<file path="src/rtl/mandelbrot_pixel_scheduler.sv">
// Frame sequencer for the Mandelbrot pipeline.
// Walks the pixel grid in raster order, hands one coordinate at a time to the
// iteration core, captures its result (or a forced in-set result when the core
// stays silent too long) and offers it to the colour mapper under valid/ready.
// Every output is a register; a frame_done pulse marks the last accepted pixel.
module mandelbrot_pixel_scheduler #(
    parameter int H_RES   = 64,
    parameter int V_RES   = 48,
    parameter int COORD_W = 7,
    parameter int TIMEOUT = 255
) (
    input  logic               clk,
    input  logic               rst,
    input  logic               start,
    input  logic               abort,
    input  logic [1:0]         colour_mode_in,
    output logic               core_start,
    output logic [COORD_W-1:0] core_x,
    output logic [COORD_W-1:0] core_y,
    input  logic               core_done,
    input  logic [5:0]         core_iter,
    input  logic               core_in_set,
    output logic               map_valid,
    input  logic               map_ready,
    output logic [5:0]         map_iter,
    output logic               map_in_set,
    output logic [1:0]         colour_mode_out,
    output logic               busy,
    output logic               frame_done
);

    // Wait counter runs 0..TIMEOUT-1, one count per cycle spent in WAIT.
    localparam int CNT_W = (TIMEOUT > 1) ? $clog2(TIMEOUT + 1) : 1;

    localparam logic [COORD_W-1:0] X_LAST   = COORD_W'(H_RES - 1);
    localparam logic [COORD_W-1:0] Y_LAST   = COORD_W'(V_RES - 1);
    localparam logic [CNT_W-1:0]   CNT_LAST = CNT_W'(TIMEOUT - 1);

    // Result substituted when the core never answers: deepest count, in set.
    localparam logic [5:0] FORCED_ITER = 6'd63;

    typedef enum logic [1:0] {
        IDLE  = 2'd0,
        ISSUE = 2'd1,
        WAIT  = 2'd2,
        EMIT  = 2'd3
    } state_t;

    state_t           state_reg;
    logic [CNT_W-1:0] wait_cnt_reg;

    // Sequencer: state, coordinates, result capture and all registered outputs.
    always_ff @(posedge clk) begin
        if (rst) begin
            state_reg       <= IDLE;
            wait_cnt_reg    <= '0;
            core_start      <= 1'b0;
            core_x          <= '0;
            core_y          <= '0;
            map_valid       <= 1'b0;
            map_iter        <= '0;
            map_in_set      <= 1'b0;
            colour_mode_out <= 2'd0;
            busy            <= 1'b0;
            frame_done      <= 1'b0;
        end else begin
            // Both pulses are single-cycle unless re-armed below.
            core_start <= 1'b0;
            frame_done <= 1'b0;

            if (abort && (state_reg != IDLE)) begin
                // Abort beats start, core_done and map_ready; coordinates are
                // left as they were, the next start zeroes them anyway.
                state_reg <= IDLE;
                busy      <= 1'b0;
                map_valid <= 1'b0;
            end else begin
                case (state_reg)
                    IDLE: begin
                        if (start) begin
                            colour_mode_out <= colour_mode_in;
                            core_x          <= '0;
                            core_y          <= '0;
                            core_start      <= 1'b1;
                            busy            <= 1'b1;
                            state_reg       <= ISSUE;
                        end
                    end

                    ISSUE: begin
                        // core_start is visible during this state only.
                        wait_cnt_reg <= '0;
                        state_reg    <= WAIT;
                    end

                    WAIT: begin
                        // A real result on the final counted cycle still wins.
                        if (core_done) begin
                            map_iter   <= core_iter;
                            map_in_set <= core_in_set;
                            map_valid  <= 1'b1;
                            state_reg  <= EMIT;
                        end else if (wait_cnt_reg == CNT_LAST) begin
                            map_iter   <= FORCED_ITER;
                            map_in_set <= 1'b1;
                            map_valid  <= 1'b1;
                            state_reg  <= EMIT;
                        end else begin
                            wait_cnt_reg <= wait_cnt_reg + 1'b1;
                        end
                    end

                    EMIT: begin
                        // Data and coordinates hold until the mapper takes them.
                        if (map_ready) begin
                            map_valid <= 1'b0;
                            if (core_x != X_LAST) begin
                                core_x     <= core_x + 1'b1;
                                core_start <= 1'b1;
                                state_reg  <= ISSUE;
                            end else begin
                                core_x <= '0;
                                if (core_y != Y_LAST) begin
                                    core_y     <= core_y + 1'b1;
                                    core_start <= 1'b1;
                                    state_reg  <= ISSUE;
                                end else begin
                                    frame_done <= 1'b1;
                                    busy       <= 1'b0;
                                    state_reg  <= IDLE;
                                end
                            end
                        end
                    end

                    default: begin
                        state_reg <= IDLE;
                        busy      <= 1'b0;
                        map_valid <= 1'b0;
                    end
                endcase
            end
        end
    end

endmodule
</file>
<file path="config.mk">
export PLATFORM = sky130hd
export DESIGN_NAME = mandelbrot_pixel_scheduler
export DESIGN_NICKNAME = d
export VERILOG_FILES = /design/src/rtl/mandelbrot_pixel_scheduler.sv
export SDC_FILE = /design/constraint.sdc
export NUM_CORES = 1
export LEC_CHECK = 0
export CELL_PAD_IN_SITES_DETAIL_PLACEMENT = 0
export CELL_PAD_IN_SITES_GLOBAL_PLACEMENT = 1
export CORE_MARGIN = 8
export CORE_UTILIZATION = 39
export DETAILED_ROUTE_END_ITERATION = 6
export PLACE_DENSITY = 0.88
export SYNTH_ARGS = -nofsm -noshare
export SYNTH_HDL_FRONTEND = slang
export SYNTH_SLANG_ARGS = --single-unit
</file>
<file path="constraint.sdc">
create_clock -name clk -period 4.8 [get_ports clk]
set_input_delay 0.48 -clock clk [delete_from_list [all_inputs] [get_ports clk]]
set_output_delay 0.48 -clock clk [all_outputs]
set_load 0.005 [all_outputs]
</file>
Yosys cells after proc, flatten, opt, wreduce, memory -nomap -nowiden:

Cells that the tools add are included.

* output and inout bits: 27
* register bits: 37
* bits of input ports: 15
* logic and storage cells: 84

* muxes and demuxes: 36
* $add $sub $neg: 3
* reductions and logical operators: 17
* equality and inequality tests: 14
* bitwise logic cells: 3

Operators by type and width (number)
* 7-bit two-way mux: 6
* 7-bit case mux with 2 select lines: 2
* 8-bit two-way mux: 2
* 8-bit case mux with 2 select lines: 1
* 1-bit two-way mux: 15
* 7-bit by 1-bit adder with 7-bit output, second input constant: 2
* 2-bit inequality test, second input constant: 7
* 7-bit by 6-bit inequality test with 1-bit output, second input constant: 2
* 6-bit two-way mux: 2
* 3-bit AND reduction: 4
* 2-bit nonzero test: 5
* 8-bit by 1-bit adder with 8-bit output, second input constant: 1
* 8-bit == test, second input constant: 1
* 2-bit two-way mux: 4
* 2-bit case mux with 4 select lines: 1
* 4-bit AND reduction: 2
* 1-bit case mux with 2 select lines: 3
* 6-bit AND reduction: 1
* 5-bit AND reduction: 1
* 5-bit OR reduction: 1
* 2-bit == test, second input constant: 2
* 3-bit inequality test, second input constant: 1
* 1-bit inverter: 3
* 2-bit by 1-bit == test with 1-bit output, second input constant: 1
* other kinds (3): 3

Depth between registers and ports, before layout:

Gate-level depths: netlist (run 1).

* depth in word-level cells: 5
* depth in mapped cells: 8
* depth with buffers taken out: 7

Worst setup path before layout (run 1):

OpenSTA, ideal clock, no wires.

* path kind: flip-flop to flip-flop
* from: register state_reg[0]
* to: register core_x[5]
* buffers on the path: 0
* required time: 4684 ps
* clock period less this slack: 1865 ps
* stages on the path, launching flop included: 8
* setup time: 116 ps
* data arrival time: 1749 ps
* path slack: 2935 ps
* cell sequence: dfxtp_1 -> inv_1 -> ha_1 -> and2b_4 -> or4_4 -> nor3_2 -> xnor2_1 -> nor2_2

* longest elaborated chain between the ends: 4
* elaborated cells between the ends (all ways): 10
* those cells by class: eq/ne: 3; mux: 1; bitwise: 1; reduce/logical: 5

Ends and longest elaborated chain
* from (decl): line 49 `state_t state_reg;`
* from (signal assigned): line 55 `state_reg <= IDLE;`
* from (signal assigned): line 74 `state_reg <= IDLE;`
* from (signal assigned): line 86 `state_reg <= ISSUE;`
* parallel branches: the longest is 4 deep, another holds 4-bit AND reduction
* to (signal assigned): line 118 `core_x <= core_x + 1'b1;`
* to (decl): line 18 `output logic [COORD_W-1:0] core_x,`

Parallel ways; which one is timed is not known.
A chain may end at the register's enable or synchronous reset.

Worst setup path after layout (run 1):

* from: register state_reg[0]
* to: register core_x[0]

Same word-level chain as after synthesis.

==> results of run 1 <==
## worst max path at each step
| stage | from | end | slack (ps) | cells after the start |
|---|---|---|---|---|
| final | state_reg[0] | core_x[0] | 2520 | 7 |
| after global routing | state_reg[0] | core_y[5] | 2310 | 7 |
| after CTS | state_reg[0] | core_x[3] | 2540 | 7 |
| after detailed placement | start | core_x[0] | 2320 | 6 |
| after global placement | start | core_y[0] | 2360 | 6 |
| after floorplan | state_reg[0] | core_x[5] | 2940 | 7 |
## cells in the mapped netlist (2+ instances only)
cell / number / area (µm²)
a21o_1: 2 / 15.0
a21oi_1: 13 / 65.1
and2_1: 2 / 12.5
and3_1: 3 / 18.8
and4_1: 2 / 17.5
buf_2: 2 / 10.0
clkbuf_1: 2 / 7.51
dfxtp_1: 37 / 741
ha_1: 8 / 100
inv_1: 3 / 11.3
nand2_1: 18 / 67.6
nand2b_1: 4 / 25.0
nand3_1: 9 / 45.0
nand4_1: 4 / 25.0
nor2_1: 36 / 135
nor2b_1: 3 / 18.8
nor3_1: 7 / 35.0
o2111ai_1: 3 / 26.3
o211ai_1: 3 / 22.5
o21ai_0: 3 / 15.0
o31ai_1: 3 / 22.5
or3_1: 2 / 12.5
or4_1: 2 / 15.0
xnor2_1: 2 / 17.5
xor2_1: 11 / 96.3
## final cells by class
| type | count | area (µm²) | area share (%) |
|---|---|---|---|
| multi-input combinational | 160 | 1000 | 42.6 |
| sequential | 37 | 741 | 31.4 |
| timing repair buffer | 41 | 410 | 17.4 |
| clock buffer | 6 | 82.6 | 3.51 |
| tap | 52 | 65.1 | 2.76 |
| clock inverter | 2 | 37.5 | 1.59 |
| inverter | 4 | 15.0 | 0.637 |
## routing by layer
| metal | track usage, % | wire (µm) | vias up |
|---|---|---|---|
| met1 | 15.4 | 2080 | 691 |
| met2 | 17.4 | 1760 | 35 |
| li1 | - | - | 816 |
| met5 | 0 | 0 | - |
| met4 | 5.18 | 72 | 0 |
| met3 | 5.37 | 305 | 6 |
## where the power goes
group | switching, W | total, W | internal, W | leakage, nW
clock | 0.000115 | 0.000283 | 0.000169 | 0.0574
combinational | 0.000187 | 0.000336 | 0.000150 | 0.468
sequential | 0.0000290 | 0.000369 | 0.000340 | 0.299
total | 0.000330 | 0.000989 | 0.000659 | 0.825
## cell usage in the layout (no fill, tap or decap), types with 6 or more instances in the layout
cell type	instances
clkbuf_8	6
ha_1	8
xor2_1	11
nor2_1	36
nor3_1	7
dfxtp_1	37
clkdlybuf4s50_1	41
nand2_1	18
a21oi_1	13
nand3_1	9
## stage by stage
stage	util, %	cells	area, µm²
2_1_floorplan	-	206	1790
3_3_place_gp	51.0	294	2240
3_5_place_dp	51.0	294	2240
4_1_cts	53.7	302	2360
5_1_grt	53.7	302	2360
6_report	53.7	302	2360
## logic make-up after synthesis
| family | after synthesis | share of synthesized area, % |
|---|---|---|
| adder cells (fa/ha/maj) | 8 | 5.61 |
| AO/OA/AOI/OAI | 35 | 13.5 |
| flip-flops | 37 | 41.5 |
| multiplexers | 1 | 0.561 |
| XOR/XNOR | 13 | 6.38 |
| buffers and inverters | 9 | 2.24 |
| AND/OR/NAND/NOR | 103 | 30.3 |
## worst min-delay path, cell delays in order, from the launching register on
cell	delay, ps
dfxtp_1	320
nand2_1	50
a21oi_1	50
==> impl_results.html, run 1 <==
<table>
<tr><th>Metric</th><th>Value</th></tr>
<tr><th colspan="2">Timing</th></tr>
<tr><td>Highest achievable clock rate</td><td>0.440 GHz</td></tr>
<tr><td>Share of the clock period used by the worst path</td><td>47.4%</td></tr>
<tr><td>Worst-case headroom to the max-slew limit</td><td>between 40% and 50%</td></tr>
<tr><td>Total of endpoints with negative setup slack in the final report</td><td>0</td></tr>
<tr><td>Final hold slack</td><td>468 ps</td></tr>
<tr><td>Setup repair after global routing missed its margin</td><td>no</td></tr>
<tr><td>Clk_skew</td><td>~5.9 ps</td></tr>
<tr><td>Final hold violations</td><td>0</td></tr>
<tr><td>Worst Setup Slack, final</td><td>between 2000 and 3000 ps</td></tr>
<tr><td>Max-slew violation count</td><td>0</td></tr>
<tr><td>Setup tns final</td><td>0 ps</td></tr>
<tr><td>Slew at the pin with the worst max-slew slack</td><td>about 750 ps</td></tr>
<tr><td>Post-route minimum period</td><td>about 2300 ps</td></tr>
<tr><th colspan="2">Yosys</th></tr>
<tr><td>Post-synthesis area per instance</td><td>8.67 µm²</td></tr>
<tr><td>Register area share after synthesis</td><td>between 40 and 50%</td></tr>
<tr><td>Combined area of all synthesized cells</td><td>1790 µm²</td></tr>
<tr><td>Post-synthesis sequential element count</td><td>37</td></tr>
<tr><td>Nets in the synthesized netlist</td><td>between 200 and 250</td></tr>
<tr><td>Number of instances in the synthesized netlist</td><td>~210</td></tr>
<tr><td>Post-synth top flop</td><td>dfxtp_1</td></tr>
<tr><td>Number of enable flip-flop cells after synthesis</td><td>0</td></tr>
<tr><td>Unique cell type count in the Yosys netlist</td><td>47</td></tr>
<tr><td>Yosys warnings</td><td>0</td></tr>
<tr><td>Fraction of registers with async set or reset after synthesis</td><td>0%</td></tr>
<tr><th colspan="2">Floorplanning</th></tr>
<tr><td>I/O Pins</td><td>42</td></tr>
<tr><td>Floorplan row count</td><td>24</td></tr>
<tr><td>Vert. Die Dim</td><td>83.7 µm</td></tr>
<tr><td>Initial Util</td><td>40.7%</td></tr>
<tr><td>Die span in x</td><td>83.7 µm</td></tr>
<tr><td>Die Footprint</td><td>roughly 7000 µm²</td></tr>
<tr><td>CORE AREA</td><td>between 4000 and 5000 µm²</td></tr>
<tr><th colspan="2">GRT</th></tr>
<tr><td>Number of antenna violations at the first check in global routing</td><td>0</td></tr>
<tr><td>Global-route usage over all layers</td><td>12.2%</td></tr>
<tr><td>First-pass GRT wire length</td><td>7160 µm</td></tr>
<tr><td>Number of global-route vias before repair</td><td>roughly 1500</td></tr>
<tr><td>Pin count of the biggest net entering global routing</td><td>19</td></tr>
<tr><td>Total congestion overflow</td><td>0</td></tr>
<tr><th colspan="2">Routing</th></tr>
<tr><td>Number of remaining DRC errors</td><td>0</td></tr>
<tr><td>Detailed Route Iter0 Violations</td><td>between 70 and 80</td></tr>
<tr><td>Remaining antenna violation count after routing</td><td>0</td></tr>
<tr><td>Routed WL</td><td>4220 µm</td></tr>
<tr><td>Via Count</td><td>between 1500 and 2000</td></tr>
<tr><td>Vias per cell</td><td>roughly 5</td></tr>
<tr><td>WL per Instance</td><td>about 14 µm</td></tr>
<tr><td>Number of iterations in the first detailed-routing pass</td><td>4</td></tr>
<tr><th colspan="2">Placement</th></tr>
<tr><td>Count of buffers from port buffering</td><td>a little over 40</td></tr>
<tr><td>GPL Wtd Cong</td><td>0.792</td></tr>
<tr><td>Worst setup timing slack at the placement stage</td><td>~2300 ps</td></tr>
<tr><td>HPWL reported at the end of detailed placement</td><td>~3100 µm</td></tr>
<tr><th colspan="2">Final layout</th></tr>
<tr><td>Flip-flop count of the largest register, all copies and words added</td><td>8</td></tr>
<tr><td>Ratio of cells with drive above 1 in the final layout</td><td>under 10%</td></tr>
<tr><td>Number of nets in the final layout</td><td>~270</td></tr>
<tr><td>Fill cell total of the finished layout</td><td>between 300 and 400</td></tr>
<tr><td>Inserted Diodes</td><td>0</td></tr>
<tr><td>Area growth from synthesis to layout</td><td>32.0%</td></tr>
<tr><th colspan="2">Worst setup path</th></tr>
<tr><td>Start-to-end type of the worst setup path</td><td>flip-flop to flip-flop</td></tr>
<tr><td>Critical path data required time</td><td>4980 ps</td></tr>
<tr><td>Kind of start point of the critical path</td><td>flip-flop</td></tr>
<tr><td>Kind of capture point of the worst setup path</td><td>flip-flop</td></tr>
<tr><td>Register-to-register setup slack</td><td>approximately 2500 ps</td></tr>
<tr><td>Register-to-Register Path Depth</td><td>7</td></tr>
<tr><td>Delay of the slowest critical-path stage</td><td>640 ps</td></tr>
<tr><td>Cell-by-cell trace of the critical path</td><td>inv_1, ha_1, and2b_4, nor4_4, o21ai_0, nand2b_1, nor2_1</td></tr>
<tr><td>Endpoint of the most critical register-to-register path</td><td>core_x[0]</td></tr>
<tr><td>Worst path buffer plus inverter count</td><td>1</td></tr>
<tr><td>Family with the most delay on the worst path</td><td>simple AND/OR/NAND/NOR gates</td></tr>
<tr><td>Data arrival, critical path</td><td>roughly 2500 ps</td></tr>
<tr><td>Largest fanout on the critical path</td><td>15</td></tr>
<tr><td>Startpoint of the worst-slack reg-to-reg timing path</td><td>state_reg[0]</td></tr>
<tr><td>Slowest-stage cell, CP</td><td>nor4_4</td></tr>
<tr><th colspan="2">CTS</th></tr>
<tr><td>TritonCTS clock tree</td><td>yes</td></tr>
<tr><td>Clock insertion delay at the later pin of the skew report</td><td>approximately 290 ps</td></tr>
<tr><td>Cts repair resizes</td><td>0</td></tr>
<tr><td>Cell chosen for the clock root</td><td>clkbuf_8</td></tr>
<tr><td>Number of buffers on the longest clock path</td><td>2</td></tr>
<tr><td>Number of clock buffers inserted by TritonCTS</td><td>5</td></tr>
<tr><td>Depth of the CTS H-tree</td><td>2</td></tr>
<tr><td>Total number of clock tree sinks</td><td>37</td></tr>
<tr><td>Clock slew at reported path FFs</td><td>around 80 ps</td></tr>
<tr><td>Hold-fix buffers at CTS</td><td>0</td></tr>
<tr><td># Post-CTS Setup Buffers</td><td>0</td></tr>
<tr><th colspan="2">Power</th></tr>
<tr><td>VDD IR-drop max</td><td>approximately 210 µV</td></tr>
<tr><td>Standby leakage power</td><td>roughly 0.83 nW</td></tr>
<tr><td>PD cells</td><td>about 420 nW/µm²</td></tr>
<tr><td>Total power</td><td>0.000989 W</td></tr>
<tr><th colspan="2">Min path</th></tr>
<tr><td>Hold Crit Depth</td><td>2</td></tr>
<tr><td>Hold wc startpoint</td><td>colour_mode_out[1]</td></tr>
<tr><td>Hold EP</td><td>colour_mode_out[1]</td></tr>
<tr><td>Class of the tightest hold or removal check</td><td>flip-flop to flip-flop</td></tr>
<tr><th colspan="2">Job</th></tr>
<tr><td>Maximum Capacitance Violations</td><td>0</td></tr>
<tr><th colspan="2">Status</th></tr>
<tr><td>Result of the run</td><td>complete, no violations</td></tr>
</table>
No activity file was read; power rests on OpenSTA's default activity.
==> run 2, diff against run 1 <==
--- a/config.mk
+++ b/config.mk
@@ -8,9 +8,9 @@
 export CELL_PAD_IN_SITES_DETAIL_PLACEMENT = 0
 export CELL_PAD_IN_SITES_GLOBAL_PLACEMENT = 1
 export CORE_MARGIN = 8
-export CORE_UTILIZATION = 39
+export CORE_UTILIZATION = 33
 export DETAILED_ROUTE_END_ITERATION = 6
-export PLACE_DENSITY = 0.88
+export PLACE_DENSITY = 0.79
 export SYNTH_ARGS = -nofsm -noshare
 export SYNTH_HDL_FRONTEND = slang
 export SYNTH_SLANG_ARGS = --single-unit
==> constraint.sdc (replaced) <==
create_clock -name clk -period 1.9 [get_ports clk]
set_input_delay 0.19 -clock clk [delete_from_list [all_inputs] [get_ports clk]]
set_output_delay 0.19 -clock clk [all_outputs]
set_load 0.005 [all_outputs]
==> run 2 against run 1 <==
Fmax is 25% higher. Critical path depth stayed put. Final cell count is 13% higher. Global-route usage is 0.24 points lower. Flip-flop and latch count stayed put. Clock-buffer cell count is 1 higher. Utilization is 4.7 points lower. Clock skew is 2.3 ps lower. Die area is 15% higher. Sequential share of layout area is 2.2 points lower. Non-clock buffer count is 22 higher. Critical path type unchanged. Highest routed layer unchanged.
==> impl_results.html, run 2 (synthesis gave the netlist of run 1 again) <==
<table>
<tr><th>Metric</th><th>Value</th></tr>
<tr><th colspan="2">CTS</th></tr>
<tr><td>TritonCTS clock tree</td><td>yes</td></tr>
<tr><td>Number of clock buffers inserted by TritonCTS</td><td>5 (unchanged)</td></tr>
<tr><td>Number of buffers on the longest clock path</td><td>2 (unchanged)</td></tr>
<tr><td>Total number of clock tree sinks</td><td>37 (unchanged)</td></tr>
<tr><td>Clock insertion delay at the later pin of the skew report</td><td>280 ps (about the same)</td></tr>
<tr><td>Depth of the CTS H-tree</td><td>2 (unchanged)</td></tr>
<tr><td>Clock slew at reported path FFs</td><td>70 ps (about the same)</td></tr>
<tr><td>Cell chosen for the clock root</td><td>clkbuf_8</td></tr>
<tr><th colspan="2">Floorplanning</th></tr>
<tr><td>I/O Pins</td><td>42 (unchanged)</td></tr>
<tr><td>Vert. Die Dim</td><td>89.6 µm (+7.0%)</td></tr>
<tr><td>CORE AREA</td><td>5170 µm² (+18%)</td></tr>
<tr><td>Initial Util</td><td>34.5% (-6.2 points)</td></tr>
<tr><td>Die Footprint</td><td>8020 µm² (+15%)</td></tr>
<tr><td>Floorplan row count</td><td>26 (+8.3%)</td></tr>
<tr><td>Die span in x</td><td>89.6 µm (+7.0%)</td></tr>
<tr><th colspan="2">Final layout</th></tr>
<tr><td>Area growth from synthesis to layout</td><td>42.2%</td></tr>
<tr><td>Most common cell after layout, fill and taps aside</td><td>clkdlybuf4s50_1</td></tr>
<tr><td>Leading cell types in the layout, fill and taps excluded</td><td>clkdlybuf4s50_1 (41), nor2_1 (36), dfxtp_1 (36)</td></tr>
<tr><td>Number of nets in the final layout</td><td>294 (+8.1%)</td></tr>
<tr><td>Post-Layout Inst Area</td><td>2540 µm² (+7.8%)</td></tr>
<tr><td>Flip-flop count of the largest register, all copies and words added</td><td>8 (unchanged)</td></tr>
<tr><td>Footprint of the multi-input gates</td><td>1030 µm² (+2.7%)</td></tr>
<tr><td>Fill cell total of the finished layout</td><td>494 (+24%)</td></tr>
<tr><td>Inserted Diodes</td><td>0 (unchanged)</td></tr>
<tr><td>Storage cell area</td><td>742 µm² (+0.17%)</td></tr>
<tr><td>Ratio of cells with drive above 1 in the final layout</td><td>16.2% (+8.6 points)</td></tr>
<tr><th colspan="2">Worst setup path</th></tr>
<tr><td>Data arrival, critical path</td><td>2010 ps (-450 ps)</td></tr>
<tr><td>Kind of capture point of the worst setup path</td><td>flip-flop</td></tr>
<tr><td>Kind of start point of the critical path</td><td>flip-flop</td></tr>
<tr><td>Start-to-end type of the worst setup path</td><td>flip-flop to flip-flop</td></tr>
<tr><td>Critical path data required time</td><td>2090 ps (-2890 ps)</td></tr>
<tr><td>Largest fanout on the critical path</td><td>4 (-11)</td></tr>
<tr><th colspan="2">Routing</th></tr>
<tr><td>Detailed Route Iter0 Violations</td><td>79 (+2.6%)</td></tr>
<tr><td>WL per Instance</td><td>13.2 µm (-5.5%)</td></tr>
<tr><td>Vias per cell</td><td>4.87 (-5.1%)</td></tr>
<tr><td>Via Count</td><td>1659 (+7.2%)</td></tr>
<tr><td>Remaining antenna violation count after routing</td><td>0 (unchanged)</td></tr>
<tr><td>Number of iterations in the first detailed-routing pass</td><td>4 (unchanged)</td></tr>
<tr><td>Routed WL</td><td>4500 µm (+6.7%)</td></tr>
<tr><td>Number of remaining DRC errors</td><td>0 (unchanged)</td></tr>
<tr><th colspan="2">Timing</th></tr>
<tr><td>Highest achievable clock rate</td><td>0.548 GHz (+25%)</td></tr>
<tr><td>Final hold violations</td><td>0 (unchanged)</td></tr>
<tr><td>Post-route minimum period</td><td>1830 ps (-449 ps)</td></tr>
<tr><td>Share of the clock period used by the worst path</td><td>96.1% (+49 points)</td></tr>
<tr><td>Clk_skew</td><td>3.54 ps (-2.33 ps)</td></tr>
<tr><td>Total of endpoints with negative setup slack in the final report</td><td>0 (unchanged)</td></tr>
<tr><td>Setup tns final</td><td>0 ps (unchanged)</td></tr>
<tr><td>Worst Setup Slack, final</td><td>74.0 ps (-2450 ps)</td></tr>
<tr><td>Slew at the pin with the worst max-slew slack</td><td>366 ps (-383 ps)</td></tr>
<tr><td>Max-slew violation count</td><td>0 (unchanged)</td></tr>
<tr><td>Worst-case headroom to the max-slew limit</td><td>75.2% (+26 points)</td></tr>
<tr><th colspan="2">GRT</th></tr>
<tr><td>Number of global-route vias before repair</td><td>1565 (+3.4%)</td></tr>
<tr><td>Number of antenna violations at the first check in global routing</td><td>0 (unchanged)</td></tr>
<tr><td>Global-route usage over all layers</td><td>12.0% (-0.24 points)</td></tr>
<tr><td>Pin count of the biggest net entering global routing</td><td>14 (-5)</td></tr>
<tr><td>Total congestion overflow</td><td>0 (unchanged)</td></tr>
<tr><td>First-pass GRT wire length</td><td>7450 µm (+4.1%)</td></tr>
<tr><th colspan="2">Placement</th></tr>
<tr><td>Placed instance area</td><td>2420 µm² (+8.1%)</td></tr>
<tr><td>Count of buffers from port buffering</td><td>41 (unchanged)</td></tr>
<tr><td>Worst setup timing slack at the placement stage</td><td>-2.02 ps (-2320 ps)</td></tr>
<tr><td>GPL Wtd Cong</td><td>0.788 (-0.52%)</td></tr>
<tr><td>HPWL reported at the end of detailed placement</td><td>3410 µm (+8.7%)</td></tr>
<tr><th colspan="2">Power</th></tr>
<tr><td>VDD IR-drop max</td><td>466 µV (+120%)</td></tr>
<tr><td>Total power</td><td>0.00251 W (+150%)</td></tr>
<tr><td>Standby leakage power</td><td>0.926 nW (+12%)</td></tr>
<tr><td>PD cells</td><td>989 nW/µm² (+140%)</td></tr>
<tr><th colspan="2">Status</th></tr>
<tr><td>Result of the run</td><td>complete, no violations</td></tr>
<tr><th colspan="2">Job</th></tr>
<tr><td>Maximum Capacitance Violations</td><td>0 (unchanged)</td></tr>
<tr><th colspan="2">Min path</th></tr>
<tr><td>Class of the tightest hold or removal check</td><td>flip-flop to flip-flop</td></tr>
</table>
run 2: cell count changes in the layout (fill, tap and decap cells not counted), sizes merged:
cell / previous run / this run
clkbuf: 6 / 7
clkinvlp: 1 / 0
buf: 0 / 22
bufinv: 1 / 0
run 2: final timing paths:
check | startpoint | endpoint | slack (ps) | cells after the start
min | colour_mode_out[0] | colour_mode_out[0] | 470 | 2
max | state_reg[1] | state_reg[0] | 70 | 7
min reg2reg | colour_mode_out[0] | colour_mode_out[0] | 470 | 2
max reg2reg | state_reg[1] | state_reg[0] | 70 | 7
run 2: final cells by class:
class | count | area share [%]
repair buffers | 63 | 22.7
inverters | 4 | 0.591
well taps | 70 | 3.45
flip-flops and latches | 37 | 29.2
multi-input cells | 160 | 40.7
clock buffers | 7 | 3.40
run 2: critical path, cell delays in order (launching register included):
cell and delay [ps]:
dfxtp_1 310, buf_4 150, ha_1 230, nand2b_1 140, a21oi_4 60, buf_4 140, or3_1 430, o32ai_1 280
run 2: metal layers:
layer	up-vias	GRT usage [%]	share of wire, %
li1	859	-	-
met1	743	16.2	50
met2	52	16.6	41
met3	5	3.68	7.7
met4	0	5.44	1.6
met5	-	0	0
run 2: power breakdown:
part	total, W	internal [W]	switching, W
combinational	0.00107	0.000518	0.000549
sequential	0.000902	0.000860	0.0000420
clock	0.000542	0.000288	0.000254
total	0.00251	0.00166	0.000845
run 2: stage by stage:
step / utilization (%) / instances / hold WS [ps]
after detailed placement: 46.7 / 333 / 453
final: 49.1 / 341 / 467
after floorplan: - / 206 / 337
after global routing: 49.1 / 341 / 483
after CTS: 48.4 / 340 / 466
after global placement: 46.7 / 333 / 452
run 2: timing repair:
item,CTS,global route
gates resized for setup,0,7
hold buffers,0,0
buffers inserted,0,1
setup endpoints to repair,0,10
